File: src/rtl/regset_arbiter_if.sv
// Signal bundle around regset_arbiter: two requester ports, the register-set command/response
// pair and the arbiter status outputs. The slave modport is the arbiter's view.
interface regset_arbiter_if #(
  parameter int unsigned DATA_WIDTH = 8,
  parameter int unsigned ADDR_WIDTH = 8
);
  localparam int unsigned WordWidth = 4 * DATA_WIDTH;

  // Requester 0
  logic [1:0]            m0_req;
  logic                  m0_wnr;
  logic [ADDR_WIDTH-1:0] m0_address;
  logic [WordWidth-1:0]  m0_data_in;
  logic                  m0_ack;
  logic                  m0_err;
  logic [WordWidth-1:0]  m0_data_out;

  // Requester 1
  logic [1:0]            m1_req;
  logic                  m1_wnr;
  logic [ADDR_WIDTH-1:0] m1_address;
  logic [WordWidth-1:0]  m1_data_in;
  logic                  m1_ack;
  logic                  m1_err;
  logic [WordWidth-1:0]  m1_data_out;

  // Register-set side
  logic [1:0]            rs_req;
  logic                  rs_wnr;
  logic [ADDR_WIDTH-1:0] rs_address;
  logic [WordWidth-1:0]  rs_data_in;
  logic                  rs_ack;
  logic [WordWidth-1:0]  rs_data_out;

  // Status
  logic                  busy;
  logic                  owner;

  modport slave (
    input  m0_req, m0_wnr, m0_address, m0_data_in,
    output m0_ack, m0_err, m0_data_out,
    input  m1_req, m1_wnr, m1_address, m1_data_in,
    output m1_ack, m1_err, m1_data_out,
    output rs_req, rs_wnr, rs_address, rs_data_in,
    input  rs_ack, rs_data_out,
    output busy, owner
  );

  modport master (
    output m0_req, m0_wnr, m0_address, m0_data_in,
    input  m0_ack, m0_err, m0_data_out,
    output m1_req, m1_wnr, m1_address, m1_data_in,
    input  m1_ack, m1_err, m1_data_out,
    input  rs_req, rs_wnr, rs_address, rs_data_in,
    output rs_ack, rs_data_out,
    input  busy, owner
  );
endinterface

File: src/rtl/regset_arbiter.sv
// Two-requester round-robin arbiter in front of a register set: range check at grant, one
// outstanding register-set access with an ack timeout, all outputs registered.
module regset_arbiter #(
  parameter int unsigned DATA_WIDTH = 8,
  parameter int unsigned ADDR_WIDTH = 8,
  parameter int unsigned TIMEOUT    = 15
) (
  input logic            clk,
  input logic            reset,
  regset_arbiter_if.slave bus
);
  localparam int unsigned WordWidth   = 4 * DATA_WIDTH;
  localparam logic [7:0]  TimeoutLast = 8'(TIMEOUT - 1);

  typedef enum logic [1:0] {StIdle, StIssue, StWait, StResp} state_e;

  state_e                state_q, state_d;
  logic                  last_grant_q, last_grant_d;
  logic                  owner_q, owner_d;
  logic                  busy_q, busy_d;
  logic [7:0]            cnt_q, cnt_d;
  logic [1:0]            rs_req_q, rs_req_d;
  logic                  rs_wnr_q, rs_wnr_d;
  logic [ADDR_WIDTH-1:0] rs_addr_q, rs_addr_d;
  logic [WordWidth-1:0]  rs_wdata_q, rs_wdata_d;
  logic [1:0]            ack_q, ack_d;
  logic [1:0]            err_q, err_d;
  logic [WordWidth-1:0]  m0_rdata_q, m0_rdata_d;
  logic [WordWidth-1:0]  m1_rdata_q, m1_rdata_d;

  // Grant selection and range check of the candidate request
  logic                  pend0, pend1, gnt;
  logic [1:0]            sel_req;
  logic                  sel_wnr;
  logic [ADDR_WIDTH-1:0] sel_addr;
  logic [WordWidth-1:0]  sel_wdata;
  logic [1:0]            span;
  logic [ADDR_WIDTH:0]   end_addr;
  logic                  range_err;

  always_comb begin
    pend0 = (bus.m0_req != 2'd0);
    pend1 = (bus.m1_req != 2'd0);
    // On a tie the requester not served last wins; otherwise whoever is pending.
    gnt   = (pend0 && pend1) ? ~last_grant_q : pend1;
    if (gnt) begin
      sel_req   = bus.m1_req;
      sel_wnr   = bus.m1_wnr;
      sel_addr  = bus.m1_address;
      sel_wdata = bus.m1_data_in;
    end else begin
      sel_req   = bus.m0_req;
      sel_wnr   = bus.m0_wnr;
      sel_addr  = bus.m0_address;
      sel_wdata = bus.m0_data_in;
    end
    case (sel_req)
      2'd2:    span = 2'd1;
      2'd3:    span = 2'd3;
      default: span = 2'd0;
    endcase
    // Carry out of the last byte address means the access wraps past the top.
    end_addr  = {1'b0, sel_addr} + {{(ADDR_WIDTH - 1){1'b0}}, span};
    range_err = end_addr[ADDR_WIDTH];
  end

  logic                 resp_fire, resp_err;
  logic [WordWidth-1:0] resp_data;

  always_comb begin
    state_d      = state_q;
    last_grant_d = last_grant_q;
    owner_d      = owner_q;
    cnt_d        = cnt_q;
    rs_req_d     = 2'd0;
    rs_wnr_d     = rs_wnr_q;
    rs_addr_d    = rs_addr_q;
    rs_wdata_d   = rs_wdata_q;
    resp_fire    = 1'b0;
    resp_err     = 1'b0;
    resp_data    = '0;

    unique case (state_q)
      StIdle: begin
        if (pend0 || pend1) begin
          last_grant_d = gnt;
          owner_d      = gnt;
          if (range_err) begin
            state_d   = StResp;
            resp_fire = 1'b1;
            resp_err  = 1'b1;
          end else begin
            state_d    = StIssue;
            rs_req_d   = sel_req;
            rs_wnr_d   = sel_wnr;
            rs_addr_d  = sel_addr;
            rs_wdata_d = sel_wnr ? sel_wdata : '0;
          end
        end
      end
      StIssue: begin
        state_d = StWait;
        cnt_d   = 8'd0;
      end
      StWait: begin
        if (bus.rs_ack) begin
          state_d   = StResp;
          resp_fire = 1'b1;
          resp_data = rs_wnr_q ? '0 : bus.rs_data_out;
        end else if (cnt_q == TimeoutLast) begin
          state_d   = StResp;
          resp_fire = 1'b1;
          resp_err  = 1'b1;
        end else begin
          cnt_d = cnt_q + 8'd1;
        end
      end
      StResp: begin
        state_d = StIdle;
      end
      default: begin
        state_d = StIdle;
      end
    endcase

    // Responses are steered only to the granted requester; everything else stays low.
    ack_d      = resp_fire ? (owner_d ? 2'b10 : 2'b01) : 2'b00;
    err_d      = resp_err ? ack_d : 2'b00;
    m0_rdata_d = (resp_fire && !owner_d) ? resp_data : '0;
    m1_rdata_d = (resp_fire && owner_d) ? resp_data : '0;
    busy_d     = (state_d != StIdle);
  end

  always_ff @(posedge clk or posedge reset) begin
    if (reset) begin
      state_q      <= StIdle;
      last_grant_q <= 1'b1;
      owner_q      <= 1'b0;
      busy_q       <= 1'b0;
      cnt_q        <= 8'd0;
      rs_req_q     <= 2'd0;
      rs_wnr_q     <= 1'b0;
      rs_addr_q    <= '0;
      rs_wdata_q   <= '0;
      ack_q        <= 2'b00;
      err_q        <= 2'b00;
      m0_rdata_q   <= '0;
      m1_rdata_q   <= '0;
    end else begin
      state_q      <= state_d;
      last_grant_q <= last_grant_d;
      owner_q      <= owner_d;
      busy_q       <= busy_d;
      cnt_q        <= cnt_d;
      rs_req_q     <= rs_req_d;
      rs_wnr_q     <= rs_wnr_d;
      rs_addr_q    <= rs_addr_d;
      rs_wdata_q   <= rs_wdata_d;
      ack_q        <= ack_d;
      err_q        <= err_d;
      m0_rdata_q   <= m0_rdata_d;
      m1_rdata_q   <= m1_rdata_d;
    end
  end

  assign bus.m0_ack      = ack_q[0];
  assign bus.m0_err      = err_q[0];
  assign bus.m0_data_out = m0_rdata_q;
  assign bus.m1_ack      = ack_q[1];
  assign bus.m1_err      = err_q[1];
  assign bus.m1_data_out = m1_rdata_q;
  assign bus.rs_req      = rs_req_q;
  assign bus.rs_wnr      = rs_wnr_q;
  assign bus.rs_address  = rs_addr_q;
  assign bus.rs_data_in  = rs_wdata_q;
  assign bus.busy        = busy_q;
  assign bus.owner       = owner_q;

endmodule

File: src/flat_wrapper.sv
// flat-port wrapper written by rule: the top's interface ports become plain ports
module regset_arbiter_flat 
#(
  parameter int unsigned DATA_WIDTH = 8,
  parameter int unsigned ADDR_WIDTH = 8,
  parameter int unsigned TIMEOUT    = 15
)
  (clk, reset, bus_m0_req, bus_m0_wnr, bus_m0_address, bus_m0_data_in, bus_m0_ack, bus_m0_err, bus_m0_data_out, bus_m1_req, bus_m1_wnr, bus_m1_address, bus_m1_data_in, bus_m1_ack, bus_m1_err, bus_m1_data_out, bus_rs_req, bus_rs_wnr, bus_rs_address, bus_rs_data_in, bus_rs_ack, bus_rs_data_out, bus_busy, bus_owner);
  regset_arbiter_if #(.DATA_WIDTH(DATA_WIDTH), .ADDR_WIDTH(ADDR_WIDTH)) bus_i ();
  input logic clk;
  input logic reset;
  input wire logic [$bits(bus_i.m0_req)-1:0] bus_m0_req;
  input wire logic [$bits(bus_i.m0_wnr)-1:0] bus_m0_wnr;
  input wire logic [$bits(bus_i.m0_address)-1:0] bus_m0_address;
  input wire logic [$bits(bus_i.m0_data_in)-1:0] bus_m0_data_in;
  output wire logic [$bits(bus_i.m0_ack)-1:0] bus_m0_ack;
  output wire logic [$bits(bus_i.m0_err)-1:0] bus_m0_err;
  output wire logic [$bits(bus_i.m0_data_out)-1:0] bus_m0_data_out;
  input wire logic [$bits(bus_i.m1_req)-1:0] bus_m1_req;
  input wire logic [$bits(bus_i.m1_wnr)-1:0] bus_m1_wnr;
  input wire logic [$bits(bus_i.m1_address)-1:0] bus_m1_address;
  input wire logic [$bits(bus_i.m1_data_in)-1:0] bus_m1_data_in;
  output wire logic [$bits(bus_i.m1_ack)-1:0] bus_m1_ack;
  output wire logic [$bits(bus_i.m1_err)-1:0] bus_m1_err;
  output wire logic [$bits(bus_i.m1_data_out)-1:0] bus_m1_data_out;
  output wire logic [$bits(bus_i.rs_req)-1:0] bus_rs_req;
  output wire logic [$bits(bus_i.rs_wnr)-1:0] bus_rs_wnr;
  output wire logic [$bits(bus_i.rs_address)-1:0] bus_rs_address;
  output wire logic [$bits(bus_i.rs_data_in)-1:0] bus_rs_data_in;
  input wire logic [$bits(bus_i.rs_ack)-1:0] bus_rs_ack;
  input wire logic [$bits(bus_i.rs_data_out)-1:0] bus_rs_data_out;
  output wire logic [$bits(bus_i.busy)-1:0] bus_busy;
  output wire logic [$bits(bus_i.owner)-1:0] bus_owner;
  assign bus_i.m0_req = bus_m0_req;
  assign bus_i.m0_wnr = bus_m0_wnr;
  assign bus_i.m0_address = bus_m0_address;
  assign bus_i.m0_data_in = bus_m0_data_in;
  assign bus_m0_ack = bus_i.m0_ack;
  assign bus_m0_err = bus_i.m0_err;
  assign bus_m0_data_out = bus_i.m0_data_out;
  assign bus_i.m1_req = bus_m1_req;
  assign bus_i.m1_wnr = bus_m1_wnr;
  assign bus_i.m1_address = bus_m1_address;
  assign bus_i.m1_data_in = bus_m1_data_in;
  assign bus_m1_ack = bus_i.m1_ack;
  assign bus_m1_err = bus_i.m1_err;
  assign bus_m1_data_out = bus_i.m1_data_out;
  assign bus_rs_req = bus_i.rs_req;
  assign bus_rs_wnr = bus_i.rs_wnr;
  assign bus_rs_address = bus_i.rs_address;
  assign bus_rs_data_in = bus_i.rs_data_in;
  assign bus_i.rs_ack = bus_rs_ack;
  assign bus_i.rs_data_out = bus_rs_data_out;
  assign bus_busy = bus_i.busy;
  assign bus_owner = bus_i.owner;
  regset_arbiter #(.DATA_WIDTH(DATA_WIDTH), .ADDR_WIDTH(ADDR_WIDTH), .TIMEOUT(TIMEOUT)) u_core (.clk(clk), .reset(reset), .bus(bus_i));
endmodule
File: config.mk
export PLATFORM = sky130hd
export DESIGN_NAME = regset_arbiter_flat
export DESIGN_NICKNAME = d
export VERILOG_FILES = /design/src/rtl/regset_arbiter_if.sv /design/src/rtl/regset_arbiter.sv /design/src/flat_wrapper.sv
export SDC_FILE = /design/constraint.sdc
export NUM_CORES = 1
export LEC_CHECK = 0
export ABC_AREA = 1
export CAP_MARGIN = 20
export CELL_PAD_IN_SITES_DETAIL_PLACEMENT = 0
export CELL_PAD_IN_SITES_GLOBAL_PLACEMENT = 1
export CORE_UTILIZATION = 27
export DETAILED_ROUTE_END_ITERATION = 8
export PLACE_DENSITY = 0.86
export SETUP_SLACK_MARGIN = 0.3
export SLEW_MARGIN = 15
export SYNTH_ARGS = -nofsm -noshare
export SYNTH_HDL_FRONTEND = slang
export SYNTH_SLANG_ARGS = --single-unit
File: constraint.sdc
create_clock -name clk -period 3.97 [get_ports clk]
set_input_delay 0.794 -clock clk [delete_from_list [all_inputs] [get_ports clk]]
set_output_delay 0.794 -clock clk [all_outputs]
set_load 0.01 [all_outputs]
==> results of run 1 <==
[layer usage]
| layer | vias up | track usage [%] | share of wire, % |
|---|---|---|---|
| met2 | 137 | 26.9 | 50 |
| li1 | 2217 | - | - |
| met4 | 0 | 5.43 | 1.7 |
| met1 | 2118 | 19.0 | 44 |
| met3 | 18 | 3.77 | 4.2 |
| met5 | - | 0 | 0 |
[stage by stage]
| step | hold slack, ns | std cells |
|---|---|---|
| 6_report | 0.480 | 1018 |
| 5_1_grt | 0.504 | 1018 |
| 4_1_cts | 0.481 | 1018 |
| 3_5_place_dp | 0.464 | 986 |
| 3_3_place_gp | 0.466 | 986 |
| 2_1_floorplan | 0.474 | 538 |
[power groups by stage]
stage / Sequential [W] / Combinational (W) / Clock [W]
final: 0.00160 / 0.00159 / 0.00144
after global routing: 0.00163 / 0.00176 / 0.00154
after CTS: 0.00160 / 0.00161 / 0.00149
after detailed placement: 0.00162 / 0.00160 / 0
after global placement: 0.00162 / 0.00159 / 0
after floorplan: 0.00170 / 0.000813 / 0
[critical path, cell delays in order]
cell and delay (ns):
clkdlybuf4s50_1 0.42, inv_1 0.08, nand2_1 0.16, nand2_4 0.18
buf_4 0.33, nand2_1 0.09, nand2_1 0.09, nand2_1 0.06
nor2_1 0.16, nand3_1 0.11, nand2_2 0.09, buf_12 0.27
inv_1 0.19, nand2_1 0.10, nand2_1 0.06
[placed cells by master, fill, tap and decap left out, types with 7 or more instances in the layout]
cell type,count
clkdlybuf4s50_1,233
nand2_1,127
dfrtp_1,123
nor2_1,74
o21ai_0,35
or2_2,32
o211ai_1,32
inv_1,26
clkbuf_16,17
nand3_1,12
o31ai_1,7
buf_4,7
[final cells by class]
| class | count | area [µm²] |
|---|---|---|
| repair buffers | 242 | 2420 |
| flip-flops and latches | 124 | 3100 |
| fillers | 1811 | 10500 |
| inverters | 28 | 109 |
| clock inverters | 15 | 130 |
| well taps | 234 | 293 |
| multi-input cells | 358 | 1810 |
| clock buffers | 17 | 425 |
[flip-flops by register name, summed over array words and instances, names as in the netlist]
register and count:
u_core.ack_q 2, u_core.bus.busy 1, u_core.bus.m0_data_out 32, u_core.bus.m1_data_out 32, u_core.bus.owner 1, u_core.bus.rs_address 8
u_core.bus.rs_data_in 32, u_core.bus.rs_req 2, u_core.bus.rs_wnr 1, u_core.cnt_q 8, u_core.err_q 2, u_core.last_grant_q 1
u_core.state_q 2
[kinds of logic (layout without fill, tap and decap cells)]
kind of cell,Yosys count,after routing
buffers and inverters,56,302
DFF,124,124
adders and majority gates,6,6
and+or+nand+nor,262,262
AOI/OAI and AO/OA,85,85
xor gates and xnor gates,5,5
[worst paths after layout]
kind | to | startpoint | depth (start not counted)
max | u_core.bus.rs_wnr | bus_m1_req[0] | 15
min | u_core.bus.rs_address[0] | u_core.bus.rs_address[0] | 2
max reg2reg | u_core.bus.rs_wnr | u_core.last_grant_q | 13
min reg2reg | u_core.bus.rs_address[0] | u_core.bus.rs_address[0] | 2
max in group asynchronous | u_core.bus.m0_data_out[2] | reset | 3
min in group asynchronous | u_core.bus.m1_data_out[30] | reset | 2
==> summary.md, run 1 <==
| Metric | Value |
|---|---|
| Mapped cell area | `0.00519 mm²` |
| Clock power share | `31.2%` |
| Final Hold Viols | `0` |
| Syn_area_per_cell | `9.65 µm²` |
| Post_cts resized | `0` |
| Mean number of vias per cell | `4.41` |
| CTS max path bufs | `2` |
| Max IR drop VDD | `0.000253 V` |
| Pint | `0.00301 W` |
| Dpl cell area | `0.00774 mm²` |
| Max-slew violations | `0` |
| Synth async-reset ratio | `100%` |
| DR pass1 iterations | `6` |
| Worst-Margin Slew | `0.521 ns` |
| CP required | `4.27 ns` |
| Switching part of the total | `34.9%` |
| Clk pin slew, worst setup/hold paths | `0.06 ns` |
| Synth unique cells | `29` |
| Sink Count | `124` |
| Nets | `898` |
| Worst Path Max Fanout | `78` |
| H-tree levels | `4` |
| Max cap viols | `0` |
| Final Util | `44.2%` |
| Post-synthesis compound-gate area fraction | `10.5%` |
| Site row count | `50` |
| WL per Instance | `14.6 µm` |
| Final WL | `14.9 mm` |
| Diode count | `0` |
| Top post-synthesis cells by count | `127 x nand2_1, 123 x dfrtp_1, 74 x nor2_1` |
| Sequential Power Share | `34.6%` |
| Comb pwr share | `34.3%` |
| RSZ-0062 raised after global routing | `false` |
| Switching power | `0.00162 W` |
| Flop2flop setup slack | `1.50 ns` |
| Clock Skew | `0.00627 ns` |
| Post-synthesis register bit count | `124` |
| Cell taking the most area after synthesis | `dfrtp_1` |
| Most common cell in the synthesized netlist | `nand2_1` |
| Overall power | `0.00463 W` |
| Post-Synth Simple-Gate Area | `21.9%` |
| Tmin final | `2.91 ns` |
| Setup TNS | `0 ns` |
| Initial DRC count | `166` |
| Die width | `141 µm` |
| Synth top area share | `59.3%` |
| DRT antenna net count | `0` |
| Total core area | `0.0188 mm²` |
| Adder-Cell Fraction of Synth Area | `1.45%` |
| Synth area leaders | `dfrtp_1 59%, nand2_1 9.2%, nor2_1 5.3%` |
| Synth Flop Type | `dfrtp_1` |
| Synthesized net count | `665` |
| Chip height | `141 µm` |
| Sequential area share after synthesis | `59.8%` |
| Power per cell area | `559 mW/mm²` |
| F_max | `0.344 GHz` |
| Layout cell share with drive strength beyond 1 | `11.4%` |
| Initial antenna violation count | `0` |
| Status | `finished, final reports clean` |
| Synth warnings | `0` |
| Post-CTS Setup Inserts | `0` |
| Final setup vio count | `0` |
| Pleak | `3.58 nW` |
| Initial Util | `27.7%` |
| EDFF count, synth | `0` |
| Fraction of synthesized area in multiplexers | `0%` |
| WP data arrival | `3.21 ns` |
| Largest net degree at the start of global routing | `79` |
| I/O Buffers | `233` |
| Skew-Pair Late Insertion Delay | `0.41 ns` |
| Post-Synth XOR/XNOR Area | `0.843%` |
| CTS tree | `built` |
| Area delta synth->final | `59.7%` |
| Relative slew slack | `65.2%` |
| First-pass GRT wire length | `23.8 mm` |
| CTS root buf | `clkbuf_16` |
| Vias in the first global route | `4509` |
| Detailed placement HPWL | `10.5 mm` |
| Post-Syn Instances | `538` |
| DR vias | `4490` |
| GRT Total Usage | `15.6%` |
| Final GP Congestion | `0.763` |
| IO Pins | `234` |
| Largest family of logic cells by synthesized area | `simple AND/OR/NAND/NOR gates` |
| Final worst setup slack | `1.06 ns` |
| Gr ovfl total | `0` |
| Hold Crit Class | `flop to flop` |
| DRC viols | `0` |
| CTS Buf Count | `17` |
| CP Capture Type | `flop` |
| Hold Buf Count CTS | `0` |
| Die area | `0.0198 mm²` |
| Design Area, Final | `0.00829 mm²` |
| Startpoint type of the worst setup path | `input pin` |
| Fin crit share | `73.2%` |
| DP Worst Slack | `0.633 ns` |
| CP Class | `input pin to flop` |
Note: power is estimated with default switching activity, not from simulation.
==> inputs of run 2 (changes only) <==
Clock period 3.97 ns to 2.47 ns, I/O delays scaled along.
==> run 2 against run 1 <==
Hold slack got worse by 0.14 ns. Cell area up 16%. Clock skew up 0.0039 ns. Count of clock-buffer cells in the layout is 3 higher. Sequential share of layout area is 5.1 points lower. Die area unchanged. Routed wire length rose by 13%. Clock power rose by 86%. Critical path depth down 3. Global-route usage rose by 0.51 points. Final cell count increased by 5.7%. Setup slack lost 0.85 ns.
==> summary.md, run 2 (synthesized netlist as in run 1, its figures left out) <==
| Metric | Value |
|---|---|
| Max IR drop VDD | `0.000430 V` |
| Final GP Congestion | `0.752` |
| Status | `finished, final reports clean` |
| Nets | `956` |
| First-pass GRT wire length | `24.4 mm` |
| CTS max path bufs | `2` |
| Tmin final | `2.26 ns` |
| Largest net degree at the start of global routing | `75` |
| WL per Instance | `15.7 µm` |
| CTS root buf | `clkbuf_16` |
| IO Pins | `234` |
| Die area | `0.0198 mm²` |
| Worst Path Max Fanout | `7` |
| Skew-Pair Late Insertion Delay | `0.42 ns` |
| WP data arrival | `2.61 ns` |
| Max cap viols | `0` |
| Most common cell after layout, fill and taps aside | `clkdlybuf4s50_1` |
| Fin crit share | `91.6%` |
| Clock Skew | `0.0102 ns` |
| DRC viols | `0` |
| CTS Buf Count | `17` |
| Vias in the first global route | `4600` |
| Hold Crit Class | `input pin to async pin` |
| Highest-delay cell along the critical path | `dfstp_2` |
| Crit path cell chain | `o21ai_4, buf_6, a22oi_2, nor2_2, ha_4, nand3_4, nand2_4, nand4_4, nand2_4, nand2_8, clkbuf_16, nor2_2` |
| Setup TNS | `0 ns` |
| Power per cell area | `942 mW/mm²` |
| CP max stage delay | `0.57 ns` |
| DRT antenna net count | `0` |
| Layout cell share with drive strength beyond 1 | `26.2%` |
| Final WL | `16.9 mm` |
| Max-slew violations | `0` |
| DR pass1 iterations | `4` |
| Diode count | `0` |
| Clk pin slew, worst setup/hold paths | `0.06 ns` |
| Die width | `141 µm` |
| Gr ovfl total | `0` |
| H-tree levels | `4` |
| Initial antenna violation count | `0` |
| Detailed placement HPWL | `10.8 mm` |
| Final setup vio count | `0` |
| CP required | `2.82 ns` |
| CP top delay family | `simple AND/OR/NAND/NOR gates` |
| Sink Count | `124` |
| Overall power | `0.00904 W` |
| Startpoint type of the worst setup path | `flop` |
| Pleak | `4.05 nW` |
| CTS tree | `built` |
| Worst-Margin Slew | `0.512 ns` |
| Site row count | `50` |
| Hold Buf Count CTS | `0` |
| Mean number of vias per cell | `4.42` |
| Buffers & Inverters on Critical Path | `2` |
| Most frequent cells in the layout | `229 x clkdlybuf4s50_1, 123 x dfrtp_1, 118 x nand2_1, 38 x buf_4, 35 x nor2_4` |
| Final Hold Viols | `0` |
| GRT Total Usage | `16.1%` |
| Final Util | `51.1%` |
| Relative slew slack | `65.8%` |
| CP Capture Type | `flop` |
| CP Class | `flop to flop` |
| Total core area | `0.0188 mm²` |
| Initial DRC count | `175` |
| Area delta synth->final | `84.8%` |
| DR vias | `4758` |
| F_max | `0.442 GHz` |
| RSZ-0062 raised after global routing | `true` |
| Chip height | `141 µm` |
| I/O Buffers | `233` |
| Initial Util | `27.7%` |
| Fin Hold WS | `0.338 ns` |
## run 2: changes by cell type in the layout (fill, tap and decap cells not counted), sizes merged
cell	delta
nand2	+1
inv	-7
clkdlybuf4s50	-4
clkinvlp	-2
dlygate4sd2	+4
bufinv	+4
clkinv	+2
clkbuf	+13
buf	+47
## run 2: worst paths after layout
path / startpoint / endpoint / slack, ns / cells after the start
min: reset / u_core.bus.m0_data_out[28] / 0.34 / 2
max reg2reg: u_core.last_grant_q / u_core.bus.m1_data_out[23] / 0.21 / 12
max: u_core.last_grant_q / u_core.bus.m1_data_out[23] / 0.21 / 12
min in group clk: u_core.bus.rs_address[1] / u_core.bus.rs_address[1] / 0.47 / 2
min reg2reg: u_core.bus.rs_address[1] / u_core.bus.rs_address[1] / 0.47 / 2
max in group asynchronous: reset / u_core.state_q[1] / 1.53 / 3
## run 2: routing by layer
metal  track usage (%)  up-vias  share of wire, %
met1              19.6     2293                43
li1                  -     2333                 -
met5                 0        -                 0
met3              3.91       14               4.0
met2              28.3      118                52
met4              4.63        0               1.0
## run 2: through the flow
stage / instance area (µm²) / worst slack, ns / std cells
3_3_place_gp: 8040 / -0.270 / 1016
5_1_grt: 9600 / 0.124 / 1076
3_5_place_dp: 8040 / -0.331 / 1016
2_1_floorplan: 5220 / 0.162 / 538
4_1_cts: 8890 / 0.305 / 1060
6_report: 9600 / 0.208 / 1076
## run 2: cell type report
class	instances	area (µm²)
clock buffer	20	457
clock inverter	12	185
fill	1678	9170
inverter	28	118
multi-input combinational	359	2250
sequential	124	3100
tap	234	293
timing repair buffer	299	3190
## run 2: power by group
group / switching (W) / internal, W / total [W] / leakage, nW
registers: 0.000194 / 0.00238 / 0.00258 / 1.67
clock network: 0.000926 / 0.00175 / 0.00268 / 0.311
logic: 0.00187 / 0.00191 / 0.00378 / 2.06
total: 0.00299 / 0.00605 / 0.00904 / 4.05
## run 2: what timing repair did
item                                    in CTS  in global routing
pin swaps                                    6                 10
endpoints found under the hold margin        0                  0
buffers inserted                            10                  3
resized for setup                           26                110
gates cloned                                 2                 13
endpoints found under the setup margin     107                110
## run 2: worst reg2reg max path, cell delays in order, from the launching register on
cell and delay, ns:
dfstp_2 0.57, o21ai_4 0.10, buf_6 0.12, a22oi_2 0.20, nor2_2 0.08, ha_4 0.28, nand3_4 0.07, nand2_4 0.10
nand4_4 0.12, nand2_4 0.17, nand2_8 0.11, clkbuf_16 0.19, nor2_2 0.10
